==> src/rtl/muldiv_unit_if.sv <==
// Handshake and result bus between the control unit and the iterative multiply/divide unit.
// Signal names follow the datapath schematic so they line up with the control unit.
interface muldiv_unit_if #(
    parameter int WIDTH = 32
);
    // Start/Done handshake:
    // - The unit samples Start, Op, A and B only while Busy=0.
    // - Busy stays high from the accepting edge until the result is written.
    // - Done is a one-cycle pulse. Start may be raised again in that same cycle.
    logic             Start;
    logic [1:0]       Op;
    logic [WIDTH-1:0] A;
    logic [WIDTH-1:0] B;
    logic             Abort;
    logic             WrHi;
    logic             WrLo;
    logic [WIDTH-1:0] WrData;
    logic             Busy;
    logic             Done;
    logic             DivZero;
    logic [WIDTH-1:0] Hi;
    logic [WIDTH-1:0] Lo;

    modport master (
        output Start, Op, A, B, Abort, WrHi, WrLo, WrData,
        input  Busy, Done, DivZero, Hi, Lo
    );

    modport slave (
        input  Start, Op, A, B, Abort, WrHi, WrLo, WrData,
        output Busy, Done, DivZero, Hi, Lo
    );
endinterface

==> src/rtl/muldiv_unit.sv <==
// Iterative shift-add multiplier / restoring divider with HI/LO result registers.
// It handles one bit per clock on operand magnitudes and applies the signs in a final FIX cycle.
module muldiv_unit #(
    parameter int WIDTH     = 32,
    parameter bit SIGNED_EN = 1'b1
) (
    input  logic         Clk,
    input  logic         Reset,
    muldiv_unit_if.slave bus,
    output logic [1:0]   state_dbg
);
    localparam int CW = $clog2(WIDTH + 1);
    localparam logic [CW-1:0] LAST = CW'(WIDTH - 1);

    typedef enum logic [1:0] {
        IDLE = 2'd0,
        CALC = 2'd1,
        FIX  = 2'd2
    } state_t;

    state_t           state_q, state_d;
    logic [WIDTH-1:0] hi_q, hi_d, lo_q, lo_d;
    logic [WIDTH-1:0] hw_q, hw_d, lw_q, lw_d, opnd_q, opnd_d;
    logic [CW-1:0]    cnt_q, cnt_d;
    logic             is_div_q, is_div_d;
    logic             neg_res_q, neg_res_d;
    logic             neg_a_q, neg_a_d;
    logic             done_q, done_d;
    logic             divzero_q, divzero_d;

    logic             signed_op, a_neg, b_neg;
    logic [WIDTH-1:0] a_mag, b_mag;
    logic [WIDTH:0]   add_sum, shifted, diff;
    logic [2*WIDTH-1:0] prod, prod_fix;

    assign signed_op = SIGNED_EN ? ~bus.Op[0] : 1'b0;
    assign a_neg     = signed_op & bus.A[WIDTH-1];
    assign b_neg     = signed_op & bus.B[WIDTH-1];
    assign a_mag     = a_neg ? -bus.A : bus.A;
    assign b_mag     = b_neg ? -bus.B : bus.B;

    // Multiply: the low word holds the multiplier and shifts right as product bits come in from the top.
    assign add_sum = {1'b0, hw_q} + (lw_q[0] ? {1'b0, opnd_q} : '0);
    // Divide: the low word holds the dividend. Quotient bits shift in from the bottom.
    assign shifted = {hw_q, lw_q[WIDTH-1]};
    assign diff    = shifted - {1'b0, opnd_q};

    assign prod     = {hw_q, lw_q};
    assign prod_fix = neg_res_q ? -prod : prod;

    always_comb begin
        state_d   = state_q;
        hi_d      = hi_q;
        lo_d      = lo_q;
        hw_d      = hw_q;
        lw_d      = lw_q;
        opnd_d    = opnd_q;
        cnt_d     = cnt_q;
        is_div_d  = is_div_q;
        neg_res_d = neg_res_q;
        neg_a_d   = neg_a_q;
        done_d    = 1'b0;
        divzero_d = 1'b0;
        case (state_q)
            IDLE: begin
                if (bus.WrHi) hi_d = bus.WrData;
                if (bus.WrLo) lo_d = bus.WrData;
                if (bus.Start) begin
                    if (bus.Op[1] && (bus.B == '0)) begin
                        done_d    = 1'b1;
                        divzero_d = 1'b1;
                    end else begin
                        is_div_d  = bus.Op[1];
                        neg_res_d = a_neg ^ b_neg;
                        neg_a_d   = a_neg;
                        hw_d      = '0;
                        lw_d      = bus.Op[1] ? a_mag : b_mag;
                        opnd_d    = bus.Op[1] ? b_mag : a_mag;
                        cnt_d     = '0;
                        state_d   = CALC;
                    end
                end
            end
            CALC: begin
                if (bus.Abort) begin
                    state_d = IDLE;
                end else begin
                    if (is_div_q) begin
                        if (!diff[WIDTH]) begin
                            hw_d = diff[WIDTH-1:0];
                            lw_d = {lw_q[WIDTH-2:0], 1'b1};
                        end else begin
                            hw_d = shifted[WIDTH-1:0];
                            lw_d = {lw_q[WIDTH-2:0], 1'b0};
                        end
                    end else begin
                        hw_d = add_sum[WIDTH:1];
                        lw_d = {add_sum[0], lw_q[WIDTH-1:1]};
                    end
                    cnt_d = cnt_q + CW'(1);
                    if (cnt_q == LAST) state_d = FIX;
                end
            end
            FIX: begin
                state_d = IDLE;
                if (!bus.Abort) begin
                    done_d = 1'b1;
                    if (is_div_q) begin
                        lo_d = neg_res_q ? -lw_q : lw_q;
                        hi_d = neg_a_q ? -hw_q : hw_q;
                    end else begin
                        hi_d = prod_fix[2*WIDTH-1:WIDTH];
                        lo_d = prod_fix[WIDTH-1:0];
                    end
                end
            end
            default: state_d = IDLE;
        endcase
    end

    always_ff @(posedge Clk or negedge Reset) begin
        if (!Reset) begin
            state_q   <= IDLE;
            hi_q      <= '0;
            lo_q      <= '0;
            hw_q      <= '0;
            lw_q      <= '0;
            opnd_q    <= '0;
            cnt_q     <= '0;
            is_div_q  <= 1'b0;
            neg_res_q <= 1'b0;
            neg_a_q   <= 1'b0;
            done_q    <= 1'b0;
            divzero_q <= 1'b0;
        end else begin
            state_q   <= state_d;
            hi_q      <= hi_d;
            lo_q      <= lo_d;
            hw_q      <= hw_d;
            lw_q      <= lw_d;
            opnd_q    <= opnd_d;
            cnt_q     <= cnt_d;
            is_div_q  <= is_div_d;
            neg_res_q <= neg_res_d;
            neg_a_q   <= neg_a_d;
            done_q    <= done_d;
            divzero_q <= divzero_d;
        end
    end

    assign bus.Busy    = (state_q != IDLE);
    assign bus.Done    = done_q;
    assign bus.DivZero = divzero_q;
    assign bus.Hi      = hi_q;
    assign bus.Lo      = lo_q;
    assign state_dbg   = state_q;
endmodule

==> src/flat_wrapper.sv <==
// flat-port wrapper written by rule: the top's interface ports become plain ports
module muldiv_unit_flat 
#(
    parameter int WIDTH     = 32,
    parameter bit SIGNED_EN = 1'b1
)
  (Clk, Reset, state_dbg, bus_Start, bus_Op, bus_A, bus_B, bus_Abort, bus_WrHi, bus_WrLo, bus_WrData, bus_Busy, bus_Done, bus_DivZero, bus_Hi, bus_Lo);
  muldiv_unit_if #(.WIDTH(WIDTH)) bus_i ();
  input  logic Clk;
  input  logic Reset;
  output logic [1:0] state_dbg;
  input wire logic [$bits(bus_i.Start)-1:0] bus_Start;
  input wire logic [$bits(bus_i.Op)-1:0] bus_Op;
  input wire logic [$bits(bus_i.A)-1:0] bus_A;
  input wire logic [$bits(bus_i.B)-1:0] bus_B;
  input wire logic [$bits(bus_i.Abort)-1:0] bus_Abort;
  input wire logic [$bits(bus_i.WrHi)-1:0] bus_WrHi;
  input wire logic [$bits(bus_i.WrLo)-1:0] bus_WrLo;
  input wire logic [$bits(bus_i.WrData)-1:0] bus_WrData;
  output wire logic [$bits(bus_i.Busy)-1:0] bus_Busy;
  output wire logic [$bits(bus_i.Done)-1:0] bus_Done;
  output wire logic [$bits(bus_i.DivZero)-1:0] bus_DivZero;
  output wire logic [$bits(bus_i.Hi)-1:0] bus_Hi;
  output wire logic [$bits(bus_i.Lo)-1:0] bus_Lo;
  assign bus_i.Start = bus_Start;
  assign bus_i.Op = bus_Op;
  assign bus_i.A = bus_A;
  assign bus_i.B = bus_B;
  assign bus_i.Abort = bus_Abort;
  assign bus_i.WrHi = bus_WrHi;
  assign bus_i.WrLo = bus_WrLo;
  assign bus_i.WrData = bus_WrData;
  assign bus_Busy = bus_i.Busy;
  assign bus_Done = bus_i.Done;
  assign bus_DivZero = bus_i.DivZero;
  assign bus_Hi = bus_i.Hi;
  assign bus_Lo = bus_i.Lo;
  muldiv_unit #(.WIDTH(WIDTH), .SIGNED_EN(SIGNED_EN)) u_core (.Clk(Clk), .Reset(Reset), .bus(bus_i), .state_dbg(state_dbg));
endmodule
==> config.mk <==
export PLATFORM = sky130hd
export DESIGN_NAME = muldiv_unit_flat
export DESIGN_NICKNAME = d
export VERILOG_FILES = /design/src/rtl/muldiv_unit_if.sv /design/src/rtl/muldiv_unit.sv /design/src/flat_wrapper.sv
export SDC_FILE = /design/constraint.sdc
export NUM_CORES = 1
export LEC_CHECK = 0
export CAP_MARGIN = 20
export CORE_AREA = 4 4 205 207
export CTS_CLUSTER_DIAMETER = 50
export CTS_CLUSTER_SIZE = 16
export DETAILED_ROUTE_END_ITERATION = 8
export DIE_AREA = 0 0 209 211
export SYNTH_ARGS = -nofsm -noshare
export SYNTH_HDL_FRONTEND = slang
export SYNTH_SLANG_ARGS = --single-unit
==> constraint.sdc <==
create_clock -name Clk -period 5.4 [get_ports Clk]
set_input_delay 0.54 -clock Clk [delete_from_list [all_inputs] [get_ports Clk]]
set_output_delay 0.54 -clock Clk [all_outputs]
set_load 0.005 [all_outputs]
==> flow_summary.toml <==
[synth]
synthDistinctLibCells = 80
yosys.area.top_type = "dfrtp_1"
synth_edf_count = 0
mappedNetlistNets = 2124
yosys.area.top_type_share_pct = 28.6
syn_area_per_cell_sq_um = 7.76
yosysWarnings = 0
seq_area_frac_synth_pct = 28.6
synth_ff_type = "dfrtp_1"
async_reset_ff_share_pct = 100
ys_ff_latch = 173
ys_top_cells_by_area = "dfrtp_1 (29%), o21ai_0 (7.1%), ha_1 (5.7%)"
syn_area_sq_um = 15100
synthCells = 1949

[setup_path]
crit_path_start_kind = "flop"
rr_startpoint = "u_core.lw_q[31]"
worstPathArrival_ps = 4520
cp_max_fo = 17
worstPathRequired_ps = 5680
critical_path_class = "flop to flop"
end_kind = "flop"
startpoint = "u_core.lw_q[31]"

[cts]
clock-sinks = 173
cts_made_buffers = 17
clockBufferDepth = 2
clock_latency_ps = 450
ctsHtreeMaxLevel = 4
cts_resized = 0
cts_setup_buffers = 0
cts_tree = "done"
path_clk_slew_ps = 80
hold_buffers = 0
root_buffer = "clkbuf_16"

[outcome]
outcome = "finished clean"

[global_route]
grt_pass1_vias = 14300
grt_usage_pct = 24.7
antenna_found_initial = 0
grt_overflow = 0
grt_max_degree = 98
grt_pass1_wl_um = 86000

[route]
dr.pass1.iters = 6
ant_nets = 0
drt_first_iter_violations = 1633
wl_per_cell_um = 21.7
vias_per_cell = 5.86
vias = 15300
routed_wirelength_um = 56600
post-route-drc-count = 0

[timing]
setup-violations-final = 0
hold_ws_ps = 185
timing.final.crit_share_pct = 78.6
clock.fmax_ghz = 0.236
slew_headroom_pct = 27.6
clock_skew_ps = 11.8
period_minus_slack_ps = 4240
tightestPinTransition_ps = 1080
maxSlewViolCount = 0
hold_viol = 0
tns_ps = 0
rsz0062_at_grt = "no"

[die]
die-area_sq_um = 44100
die_w_um = 209
coreArea_sq_um = 40400
ios = 173
row_count = 74
die_h_um = 211
start_util_pct = 37.5

[layout]
layout_common_cells = "nand2_1 (216), o21ai_0 (216), nor2_1 (198), a21oi_1 (172), dfrtp_1 (172)"
drive_gt1_share_pct = 5.02
synthToLayoutAreaGrowth_pct = 18.4
nets = 2232
stdcell_area_sq_um = 17900
finalNonFillerCells = 2603

[pwr]
vdd_drop_max_v = 0.000292
leakagePower_nw = 7.51
p_per_area_nw_per_um2 = 583

[placed_design]
place_inst = 2568
gp_congestion = 0.947
place_area_sq_um = 17300
numPortBuffers = 172
hpwl_um = 43900

[hold_path]
hold_class = "primary input to asynchronous set/reset pin"

[run]
drv_cap = 0
[path summary, 6_finish.rpt]
path | to | cells after the start | slack, ps
min in group Clk | u_core.bus.Hi[12] | 2 | 480
max in group asynchronous | u_core.is_div_q | 2 | 4010
worst min-delay path | u_core.bus.Lo[17] | 1 | 190
worst min register to register | u_core.bus.Hi[12] | 2 | 480
worst max-delay path | u_core.hw_q[8] | 13 | 1160
worst max register to register | u_core.hw_q[8] | 13 | 1160
[flip-flops by register name, summed over array words and instances (netlist names), 2 cells and up]
signal and flops:
u_core.bus.Hi 32, u_core.bus.Lo 32, u_core.cnt_q 6, u_core.hw_q 32, u_core.lw_q 32, u_core.opnd_q 32, u_core.state_dbg 2
[report_power, final]
group,total (mW),internal [mW],switching [mW]
clock,1.30,0.675,0.630
combinational,6.49,2.69,3.80
sequential,2.64,1.87,0.770
[synth_stat cells (6+ instances only)]
cell / number
nor2_1: 200
or4_1: 11
or3_1: 17
a21oi_1: 172
and2_1: 14
mux2i_1: 54
a21boi_0: 6
buf_1: 8
nand2_1: 216
nor2b_1: 11
nand2b_1: 20
nor3_1: 42
nor4_1: 19
o31ai_1: 45
clkbuf_1: 87
buf_2: 14
o41ai_1: 17
dfrtp_1: 173
nand3_1: 24
o21a_1: 14
a22oi_1: 18
nand4_1: 12
o21ai_0: 216
a21o_1: 34
o221ai_1: 10
or2_2: 6
o22ai_1: 6
xnor2_1: 91
ha_1: 69
xor2_1: 81
mux2_2: 10
o21bai_1: 6
inv_1: 65
a31oi_1: 13
a211oi_1: 21
and3_1: 15
o211ai_1: 19
[worst max-delay path, stage by stage (launching register included)]
cell,delay [ps]
dfrtp_1,390
inv_1,110
ha_1,230
fa_1,400
nor2b_1,150
o31a_1,210
o21ai_0,150
a21o_1,230
a211oi_1,440
nor3_1,210
nor2_2,850
buf_4,370
mux2i_1,200
o221ai_1,130
[cell type report]
| class | instances | area [sq um] |
|---|---|---|
| repair buffers | 202 | 1960 |
| multi-input cells | 1597 | 10100 |
| inverters | 66 | 248 |
| clock buffers | 18 | 439 |
| fillers | 4091 | 22500 |
| flip-flops and latches | 173 | 4330 |
| diodes | 1 | 2.50 |
| clock inverters | 14 | 168 |
| well taps | 532 | 666 |
[through the flow]
| step | power, mW | setup WS (ps) | utilization (%) |
|---|---|---|---|
| after floorplan | 6.74 | 1950 | - |
| after global placement | 8.95 | 893 | 42.8 |
| after detailed placement | 9.01 | 765 | 42.8 |
| after CTS | 10.3 | 1200 | 44.3 |
| after global routing | 11.2 | 903 | 44.4 |
| final | 10.4 | 1160 | 44.4 |
[metal layers]
metal	global-route usage [%]	up-vias	share of wire, %
li1	-	7255	-
met1	36.1	7265	46
met2	38.4	661	43
met3	3.68	82	7.7
met4	6.86	0	2.7
met5	0	-	0
[cells by family after synthesis]
kind of cell               after synthesis  synth area share [%]
xor gates and xnor gates               172                  9.96
and+or+nand+nor                        639                  19.9
AOI/OAI and AO/OA                      651                  26.6
DFF                                    173                  28.6
adders and majority gates               71                  5.97
buffers and inverters                  179                  4.71
muxes                                   64                  4.32
Power figures use the tool's default switching activity.
